`src/rtl/btn_scan_ctrl_if.sv`:
```
// Button scanner bundle: raw button levels in, debounced levels and the event FIFO head out.
interface btn_scan_ctrl_if #(
   parameter int N_BTN = 4
);
   logic [N_BTN-1:0] BTN_IN;
   logic [N_BTN-1:0] BTN_LEVEL;
   logic             EVT_VALID;
   logic             EVT_READY;
   logic [2:0]       EVT_ID;
   logic             EVT_PRESS;
   logic             OVF;

   modport master (
      output BTN_IN, EVT_READY,
      input  BTN_LEVEL, EVT_VALID, EVT_ID, EVT_PRESS, OVF
   );

   modport slave (
      input  BTN_IN, EVT_READY,
      output BTN_LEVEL, EVT_VALID, EVT_ID, EVT_PRESS, OVF
   );
endinterface

```
`src/rtl/btn_scan_ctrl.sv`:
```
// Debounced button scanner: one shared stability timer, round-robin scan FSM, press/release event FIFO.
// Define BTN_RELEASE_EVT_EN to also queue release events; otherwise only presses are queued.
module btn_scan_sync (
   input  logic CLK,
   input  logic RST_N,
   input  logic d,
   output logic q
);
   logic meta;

   always_ff @(posedge CLK or negedge RST_N) begin
      if (!RST_N) begin
         meta <= 1'b0;
         q    <= 1'b0;
      end else begin
         meta <= d;
         q    <= meta;
      end
   end
endmodule

module btn_scan_ctrl #(
   parameter int N_BTN        = 4,
   parameter int DEBOUNCE_CNT = 20'hFFFF,
   parameter int FIFO_DEPTH   = 4
) (
   input logic           CLK,
   input logic           RST_N,
   btn_scan_ctrl_if.slave bus
);
   localparam int AW = $clog2(FIFO_DEPTH);
`ifdef BTN_RELEASE_EVT_EN
   localparam int EW = 4;
`else
   localparam int EW = 3;
`endif
   localparam logic [19:0] T_LAST = 20'(DEBOUNCE_CNT - 1);
   localparam logic [2:0]  P_LAST = 3'(N_BTN - 1);

   typedef enum logic [1:0] {SCAN, QUAL, REPORT} state_t;

   state_t           state;
   logic [2:0]       ptr, ptr_nxt;
   logic [19:0]      timer;
   logic             run;
   logic [N_BTN-1:0] btn_sync, btn_level, ptr_hot;
   logic             cur_sync, cur_level;

   logic             push_req, do_push, pop, empty, full, ovf;
   logic [AW:0]      wr_ptr, rd_ptr;
   logic [EW-1:0]    mem [FIFO_DEPTH];
   logic [EW-1:0]    wr_data, head;

   generate
      for (genvar i = 0; i < N_BTN; i++) begin : g_sync
         btn_scan_sync u_sync (
            .CLK  (CLK),
            .RST_N(RST_N),
            .d    (bus.BTN_IN[i]),
            .q    (btn_sync[i])
         );
      end
   endgenerate

   always_comb begin
      ptr_hot   = '0;
      cur_sync  = 1'b0;
      cur_level = 1'b0;
      for (int i = 0; i < N_BTN; i++) begin
         if (ptr == 3'(i)) begin
            ptr_hot[i] = 1'b1;
            cur_sync   = btn_sync[i];
            cur_level  = btn_level[i];
         end
      end
   end

   assign ptr_nxt = (ptr == P_LAST) ? 3'd0 : ptr + 3'd1;

   // run holds the FSM off for one edge so reset release is seen synchronously
   always_ff @(posedge CLK or negedge RST_N) begin
      if (!RST_N) begin
         run       <= 1'b0;
         state     <= SCAN;
         ptr       <= 3'd0;
         timer     <= 20'd0;
         btn_level <= '0;
      end else begin
         run <= 1'b1;
         if (run) begin
            case (state)
               SCAN: begin
                  if (cur_sync != cur_level) begin
                     state <= QUAL;
                     timer <= 20'd0;
                  end else begin
                     ptr <= ptr_nxt;
                  end
               end
               QUAL: begin
                  if (cur_sync == cur_level) begin
                     state <= SCAN;
                     ptr   <= ptr_nxt;
                  end else if (timer == T_LAST) begin
                     btn_level <= btn_level ^ ptr_hot;
                     state     <= REPORT;
                  end else begin
                     timer <= timer + 20'd1;
                  end
               end
               REPORT: begin
                  ptr   <= ptr_nxt;
                  state <= SCAN;
               end
               default: state <= SCAN;
            endcase
         end
      end
   end

   // In REPORT the level has already toggled, so cur_level is the new level
`ifdef BTN_RELEASE_EVT_EN
   assign push_req = (state == REPORT);
   assign wr_data  = {ptr, cur_level};
`else
   assign push_req = (state == REPORT) && cur_level;
   assign wr_data  = ptr;
`endif

   assign empty   = (wr_ptr == rd_ptr);
   assign full    = (wr_ptr[AW] != rd_ptr[AW]) && (wr_ptr[AW-1:0] == rd_ptr[AW-1:0]);
   assign pop     = !empty && bus.EVT_READY;
   assign do_push = push_req && (!full || pop);
   assign head    = mem[rd_ptr[AW-1:0]];

   always_ff @(posedge CLK or negedge RST_N) begin
      if (!RST_N) begin
         wr_ptr <= '0;
         rd_ptr <= '0;
         ovf    <= 1'b0;
      end else begin
         if (do_push)
            wr_ptr <= wr_ptr + (AW+1)'(1);
         if (pop)
            rd_ptr <= rd_ptr + (AW+1)'(1);
         if (push_req && full && !pop)
            ovf <= 1'b1;
      end
   end

   // Full with a same-cycle pop writes into the slot being vacated
   always_ff @(posedge CLK) begin
      if (do_push)
         mem[wr_ptr[AW-1:0]] <= wr_data;
   end

   assign bus.BTN_LEVEL = btn_level;
   assign bus.EVT_VALID = !empty;
   assign bus.EVT_ID    = empty ? 3'd0 : head[EW-1 -: 3];
`ifdef BTN_RELEASE_EVT_EN
   assign bus.EVT_PRESS = !empty && head[0];
`else
   assign bus.EVT_PRESS = 1'b1;
`endif
   assign bus.OVF       = ovf;
endmodule

```
`src/flat_wrapper.sv`:
```
// flat-port wrapper written by rule: the top's interface ports become plain ports
module btn_scan_ctrl_flat 
#(
   parameter int N_BTN        = 4,
   parameter int DEBOUNCE_CNT = 20'hFFFF,
   parameter int FIFO_DEPTH   = 4
)
  (CLK, RST_N, bus_BTN_IN, bus_EVT_READY, bus_BTN_LEVEL, bus_EVT_VALID, bus_EVT_ID, bus_EVT_PRESS, bus_OVF);
  btn_scan_ctrl_if #(.N_BTN(N_BTN)) bus_i ();
  input logic CLK;
  input logic RST_N;
  input wire logic [$bits(bus_i.BTN_IN)-1:0] bus_BTN_IN;
  input wire logic [$bits(bus_i.EVT_READY)-1:0] bus_EVT_READY;
  output wire logic [$bits(bus_i.BTN_LEVEL)-1:0] bus_BTN_LEVEL;
  output wire logic [$bits(bus_i.EVT_VALID)-1:0] bus_EVT_VALID;
  output wire logic [$bits(bus_i.EVT_ID)-1:0] bus_EVT_ID;
  output wire logic [$bits(bus_i.EVT_PRESS)-1:0] bus_EVT_PRESS;
  output wire logic [$bits(bus_i.OVF)-1:0] bus_OVF;
  assign bus_i.BTN_IN = bus_BTN_IN;
  assign bus_i.EVT_READY = bus_EVT_READY;
  assign bus_BTN_LEVEL = bus_i.BTN_LEVEL;
  assign bus_EVT_VALID = bus_i.EVT_VALID;
  assign bus_EVT_ID = bus_i.EVT_ID;
  assign bus_EVT_PRESS = bus_i.EVT_PRESS;
  assign bus_OVF = bus_i.OVF;
  btn_scan_ctrl #(.N_BTN(N_BTN), .DEBOUNCE_CNT(DEBOUNCE_CNT), .FIFO_DEPTH(FIFO_DEPTH)) u_core (.CLK(CLK), .RST_N(RST_N), .bus(bus_i));
endmodule
```
`config.mk`:
```
export PLATFORM = sky130hd
export DESIGN_NAME = btn_scan_ctrl_flat
export DESIGN_NICKNAME = d
export VERILOG_FILES = /design/src/rtl/btn_scan_ctrl_if.sv /design/src/rtl/btn_scan_ctrl.sv /design/src/flat_wrapper.sv
export SDC_FILE = /design/constraint.sdc
export NUM_CORES = 1
export LEC_CHECK = 0
export CAP_MARGIN = 20
export CORE_ASPECT_RATIO = 1.5
export CORE_UTILIZATION = 55
export CTS_CLUSTER_DIAMETER = 50
export DETAILED_ROUTE_END_ITERATION = 7
export MAX_ROUTING_LAYER = met4
export PLACE_DENSITY = 0.72
export REMOVE_ABC_BUFFERS = 1
export SLEW_MARGIN = 20
export SYNTH_ARGS = -nofsm -noshare
export SYNTH_HDL_FRONTEND = slang
export SYNTH_SLANG_ARGS = --single-unit
```
`constraint.sdc`:
```
create_clock -name CLK -period 4.2 [get_ports CLK]
set_input_delay 0.63 -clock CLK [delete_from_list [all_inputs] [get_ports CLK]]
set_output_delay 0.63 -clock CLK [all_outputs]
set_load 0.02 [all_outputs]
```
== Word level (Yosys, flattened, before mapping) ==
Memories as Yosys holds them, arrays and structs flattened.
Cells that the tools add are included.

* Add/subtract/negate cells: 4
* Multiply operators: 0
* Div/mod/pow operators: 0
* Order comparisons: 0
* Equal/unequal tests: 17
* Shifts and indexed selects: 0
* Muxes and demuxes: 27
* Bitwise operators: 2
* Reduce and logical (&&, ||, !) cells: 18

{| class="wikitable"
|+ Operators with widths
! kind !! count
|-
| 20-bit two-way mux || 3
|-
| 20-bit case mux with 2 select lines || 1
|-
| 20-bit by 1-bit adder with 20-bit output (second input constant) || 1
|-
| 20-bit by 16-bit equality test with 1-bit output (second input constant) || 1
|-
| 1-bit two-way mux || 14
|-
| 3-bit two-way mux || 4
|-
| 3-bit by 1-bit adder with 3-bit output (second input constant) || 3
|-
| 3-bit case mux with 3 select lines || 1
|-
| 4-bit AND reduction || 2
|-
| 3-bit by 2-bit equality test with 1-bit output (second input constant) || 2
|-
| 1-bit logical AND || 6
|-
| 2-bit two-way mux || 3
|-
| 2-bit inequality test (second input constant) || 3
|-
| 5-bit AND reduction || 1
|-
| 2-bit by 1-bit inequality test with 1-bit output (second input constant) || 2
|-
| 2-bit case mux with 2 select lines || 1
|-
| 4-bit bitwise XOR || 1
|-
| 3-bit by 1-bit equality test with 1-bit output (second input constant) || 1
|-
| 3-bit equality test || 1
|-
| 1-bit zero test || 3
|-
| 3-bit zero test || 1
|-
| 3-bit by 1-bit inequality test with 1-bit output (second input constant) || 1
|-
| 3-bit AND reduction || 1
|-
| 3-bit nonzero test || 1
|-
| 9 further kinds || 10
|}

* Register bits after elaboration: 45
* Bits in latches: 0
* Memory bits (writable): 12
* Memory bits (read-only): 0
* Bits of input ports: 7
* Logic and storage cells: 85
* Memories kept: 1

{| class="wikitable"
|+ Memory list
! memory !! words !! width !! rd ports !! clocked after Yosys merged registers in !! write ports !! RTL line !! source
|-
| u_core.mem || 4 || 3 || 1 || 0 || 1 || btn_scan_ctrl.sv:51 || <nowiki>logic [EW-1:0] mem [FIFO_DEPTH];</nowiki>
|}

== Logic depth before layout (Yosys ltp) ==
* Depth after elaboration: 9
* Depth in mapped cells: 11

== By module ==
From an unflattened synthesis, not the netlist that was laid out.

* Cells, all modules: 267
* Area total of the unflattened synthesis: 2889.0 um^2

{| class="wikitable"
|+ Modules (own cells, without submodules)
! module !! times used !! cells each !! area an instance (um^2) !! sequential area each (um^2)
|-
| btn_scan_ctrl || 1 || 259 || 2688.8 || 1286.2
|-
| btn_scan_sync || 4 || 2 || 50.0 || 50.0
|}

== Least setup slack after synthesis ==
OpenSTA, ideal clock, no wires.

* Path kind: register to register
* From: register u_core.ptr[1]
* To: register u_core.timer[4]
* Arrival: 2.406 ns
* Setup slack: 1.725 ns
* Cell stages (with the launch flop): 10
* Buffers on the path: 1
* Clock period less this slack: 2.475 ns
* Path through: dfrtp_1 inv_1 ha_1 nand3b_1 a2111oi_4 a211oi_2 or3b_4 buf_6 or4_1 nand3_1

* Cells in the longest elaborated chain, start to end: 8
* Elaborated cells on any way between the ends: 17
* Classes of those cells: eq/ne: 7; mux: 8; reduce/logical: 2

{| class="wikitable"
|+ RTL lines
! what !! RTL line !! source
|-
| start, declared || btn_scan_ctrl.sv:43 || <nowiki>logic [2:0] ptr, ptr_nxt;</nowiki>
|-
| start signal, assigned || btn_scan_ctrl.sv:97 || <nowiki>ptr <= ptr_nxt;</nowiki>
|-
| start signal, assigned || btn_scan_ctrl.sv:103 || <nowiki>ptr <= ptr_nxt;</nowiki>
|-
| start signal, assigned || btn_scan_ctrl.sv:112 || <nowiki>ptr <= ptr_nxt;</nowiki>
|-
| 3-bit zero test || btn_scan_ctrl.sv:70 || <nowiki>if (ptr == 3'(i)) begin</nowiki>
|-
| 1-bit two-way mux (4 in series) || btn_scan_ctrl.sv:70 ||
|-
| 1-bit equality test or 1-bit inequality test (tied branches) || btn_scan_ctrl.sv:101, btn_scan_ctrl.sv:93 ||
|-
| 2-bit inequality test (no source line) or 2-bit by 1-bit inequality test with 1-bit output (tied branches) || n/a ||
|-
| 5-bit AND reduction (no source line) (*) || n/a ||
|-
| end signal, assigned || btn_scan_ctrl.sv:108 || <nowiki>timer <= timer + 20'd1;</nowiki>
|-
| end, declared || btn_scan_ctrl.sv:44 || <nowiki>logic [19:0] timer;</nowiki>
|}

Mark *: on every way between the ends. The rest lies on a longest branch, timed or not.
A chain may end at the register's enable or synchronous reset.

== Worst setup path after layout ==
* From: register u_core.ptr[0]
* To: register u_core.timer[4]

Same word-level chain as after synthesis.

==> metrics list <==
- The routed design has 5387 µm of wire.
- For the worst-skew pair, the clock arrives at the later sink with an insertion delay of 330 ps.
* Largest stage delay, worst path: 540 ps
- The worst-case IR drop observed on VDD is 315.7 µV.
- Vias per cell: 5.973
- Counting flops with an async set or reset pin after synthesis yields a share of 78.95%.
* Final HPWL DP: 3800 µm
* Maximum clock frequency: around 0.36 GHz
- The path class of the tightest hold or removal check is input pin to async pin.
- DRT iter0 DRCs: between 40 and 50
- Cts repair resizes: 0
- Fin crit share: around two thirds
- The count of nets left with antenna violations once routing finished came out at 0.
- Worst-case clock skew: between 6 and 7 ps
* Max transition margin: a little over two fifths
- Pin placement for this block handled 17 I/O pins.
* Status: finished clean
- Global-route wire length before repair: 9177 µm
- The clock passes through at most 2 buffers.
- The finished layout holds 339 standard cells, fillers aside.
* Ratio of cells with drive above 1 in the final layout: about an eighth
- TritonCTS built the clock tree.
- Global routing used a little under a quarter of the available tracks across all layers.
* Vias after detailed routing: between 2000 and 2500
* Buffers inserted by post-CTS timing repair: 0
- For this run, the leading register cell type out of synthesis is dfrtp_1.
- The initial utilization of the core area, before any placement, comes to 58.47%.
- Overall power of the completed layout: ~0.0018 W
- Summed over all layers, the global routing overflow is 0.
* Initial DRT Pass Iterations: 4
- Fin. max-slew vios: 0
- Traced cell by cell, the critical path runs through inv_1 -> ha_1 -> a21oi_1 -> a2111oi_4 -> o211a_1 -> or3b_4 -> or4_1 -> nand3_1.
- Pin slew with the least headroom to its limit: 859.6 ps
- Post-synthesis sequential area ratio: 51.61%
- Number of max-cap violations: 0
- Global routing consumed, on the met3 layer, under 10% of the routing resources.
* Std-Cell Core Area: 4926 µm²
- Synthesized area per cell: ~12 µm²
- Die outline area: 5536 µm²
- From bottom edge to top edge, the die measures 90.63 µm.
- Critical path buffers and inverters: 1
- Among all stages on the critical path, the largest delay is contributed by or3b_4.
* Clock transition at the registers of the reported paths: about 70 ps
- In the final routed layout, each cell accounts on average for 15.89 µm.
- Count of endpoints failing hold in the final timing report: 0
* GPL Wtd Cong: 0.7560
- Row generation in the floorplan step produced 31 rows.
- Count of unique library cells instantiated by Yosys: 55
- Clock buffers created by TritonCTS: 9
- After technology mapping, the gate count stands at 250.
- The die is 61.09 µm wide.
* Net count of the finished layout: 287
- Cell area power density: ~540 nW/µm²
* Leakage power: approximately 1.4 nW
* Number of sinks handled by clock tree synthesis: between 50 and 60
- Global routing used 36.96% of the available met2 tracks.
- The synthesized design contains 57 register bits.
* Synthesized cell area: about 2900 µm²
- Yosys mapped a number of flops with a built-in enable equal to 12.
* Ant. Diodes: 0
- Area growth from synthesis to layout: 13.08%
* Synthesis warning total: 0
- The H-tree was split into 3 levels.
* Setup TNS: 0 ps
- Fin crit period: 2759 ps
- STA classifies the critical path startpoint as a flop.
- In the routed design, unresolved DRC markers number 0.
* Number of endpoints failing setup at the final stage: 0
- CP endpoint kind: flop
* Start-to-end type of the worst setup path: flop to flop
- In this run the worst path has a maximum fanout of 30.
- In this run the tool buffered the top-level ports with 15 buffer cells.
* Worst EP arrival: approximately 3000 ps
- Entering global routing, the biggest net connects 46 pins.
- For the worst setup path, the data required time is 4470 ps.
- Setup repair after global routing left no endpoint under its margin.
- Global routing's busiest layer: met2
- The root buffer cell chosen for the clock tree is clkbuf_8.
- The number of antenna violations at the first check in global routing came to 0.
* Met1 Use GR: 26.50%
* Vias in the first global route: around 2000
- Broken down by cell family, the worst path's largest delay share belongs to simple AND/OR/NAND/NOR gates.
- In this run, post-CTS hold repair placed 0 buffers.
* Placed cell count: 323
==> cell type report <==
type	count	area [µm²]
multi-input cells	174	1308
flip-flops and latches	57	1486
inverters	10	37.54
fillers	408	1669
clock inverters	6	60.06
repair buffers	16	155.1
well taps	66	82.58
clock buffers	10	127.6
==> registers in the layout (all words and copies together), names as in the netlist <==
| signal | count |
|---|---|
| u_core.bus.BTN_LEVEL | 4 |
| u_core.bus.OVF | 1 |
| u_core.g_sync.u_sync.meta | 4 |
| u_core.g_sync.u_sync.q | 4 |
| u_core.mem | 12 |
| u_core.ptr | 3 |
| u_core.rd_ptr | 3 |
| u_core.run | 1 |
| u_core.state | 2 |
| u_core.timer | 20 |
| u_core.wr_ptr | 3 |
==> worst register-to-register path: cells and delay by family, from the launching register on <==
family | cells | cell delay (ps)
fa+ha+maj | 1 | 280
buf+inv | 1 | 110
flops | 1 | 480
compound gates | 3 | 670
simple gates | 3 | 1140
==> metrics by stage <==
step | utilization, % | setup slack [ps] | instance area [µm²] | hold slack (ps)
floorplan | - | 1718 | 2831 | 331.2
global placement | 62.26 | 1582 | 3067 | 332.1
detailed placement | 62.26 | 1454 | 3067 | 335.8
CTS | 66.07 | 1411 | 3254 | 350.8
global route | 66.12 | 1211 | 3257 | 349.8
finish | 66.12 | 1441 | 3257 | 297.0
==> routing by layer <==
layer | up-vias | routed length, µm
li1 | 978 | -
met3 | 15 | 124
met4 | 0 | 158
met1 | 996 | 2245
met2 | 36 | 2860
met5 | - | 0
==> where the power goes <==
group          total [W]  internal, W  switching (W)
combinational   0.000574     0.000255       0.000319
clock           0.000477     0.000270       0.000207
sequential      0.000712     0.000624      0.0000879
==> logic make-up after synthesis <==
group,count (synthesis),share of synthesized area [%]
buffers and inverters,20,3.128
xor gates and xnor gates,13,3.953
AOI/OAI and AO/OA,47,12.82
muxes,7,3.866
other,1,0.1302
adders and majority gates,12,5.213
DFF,57,51.61
and+or+nand+nor,93,19.29
==> cells in the final DEF (no fill, tap or decap), types with 6 or more instances in the layout <==
master,instances
edfxtp_1,12
nor2_1,9
o21ai_0,6
dfrtp_1,45
inv_1,10
o31ai_1,16
clkdlybuf4s50_1,14
nand3_1,13
nand4_1,6
nand2_1,15
nor4_1,6
and3_1,10
xnor2_1,9
ha_1,12
and2_1,8
clkbuf_8,9
==> worst paths after layout <==
kind / from / slack (ps) / cells past startpoint / endpoint
max: u_core.ptr[0] / 1440 / 8 / u_core.timer[4]
min: RST_N / 300 / 1 / u_core.timer[18]
max reg2reg: u_core.ptr[0] / 1440 / 8 / u_core.timer[4]
min reg2reg: u_core.g_sync[2].u_sync.meta / 350 / 0 / u_core.g_sync[2].u_sync.q
max in group asynchronous: RST_N / 3520 / 1 / u_core.g_sync[0].u_sync.q
min in group CLK: u_core.g_sync[2].u_sync.meta / 350 / 0 / u_core.g_sync[2].u_sync.q
==> cells in the mapped netlist (3+ instances only) <==
cell type  number  share of area (%)
nand4_1         6                1.3
ha_1           12                5.2
a21oi_1         3               0.52
nor4_1          6                1.3
a211o_1         3               0.91
inv_1          10                1.3
dfrtp_1        45                 39
nor2_1          9                1.2
mux2_2          3                1.2
mux4_2          3                2.3
and2_1          8                1.7
o21ai_0         6                1.0
xor2_1          4                1.2
buf_2           3               0.52
o31ai_1        16                4.2
nand3_1        13                2.3
nand2_1        15                2.0
nor2b_1         5                1.1
clkbuf_1        5               0.65
a31oi_1         4               0.87
xnor2_1         9                2.7
o41ai_1         3               0.91
and3_1         10                2.2
edfxtp_1       12                 13
Power figures use the tool's default switching activity.
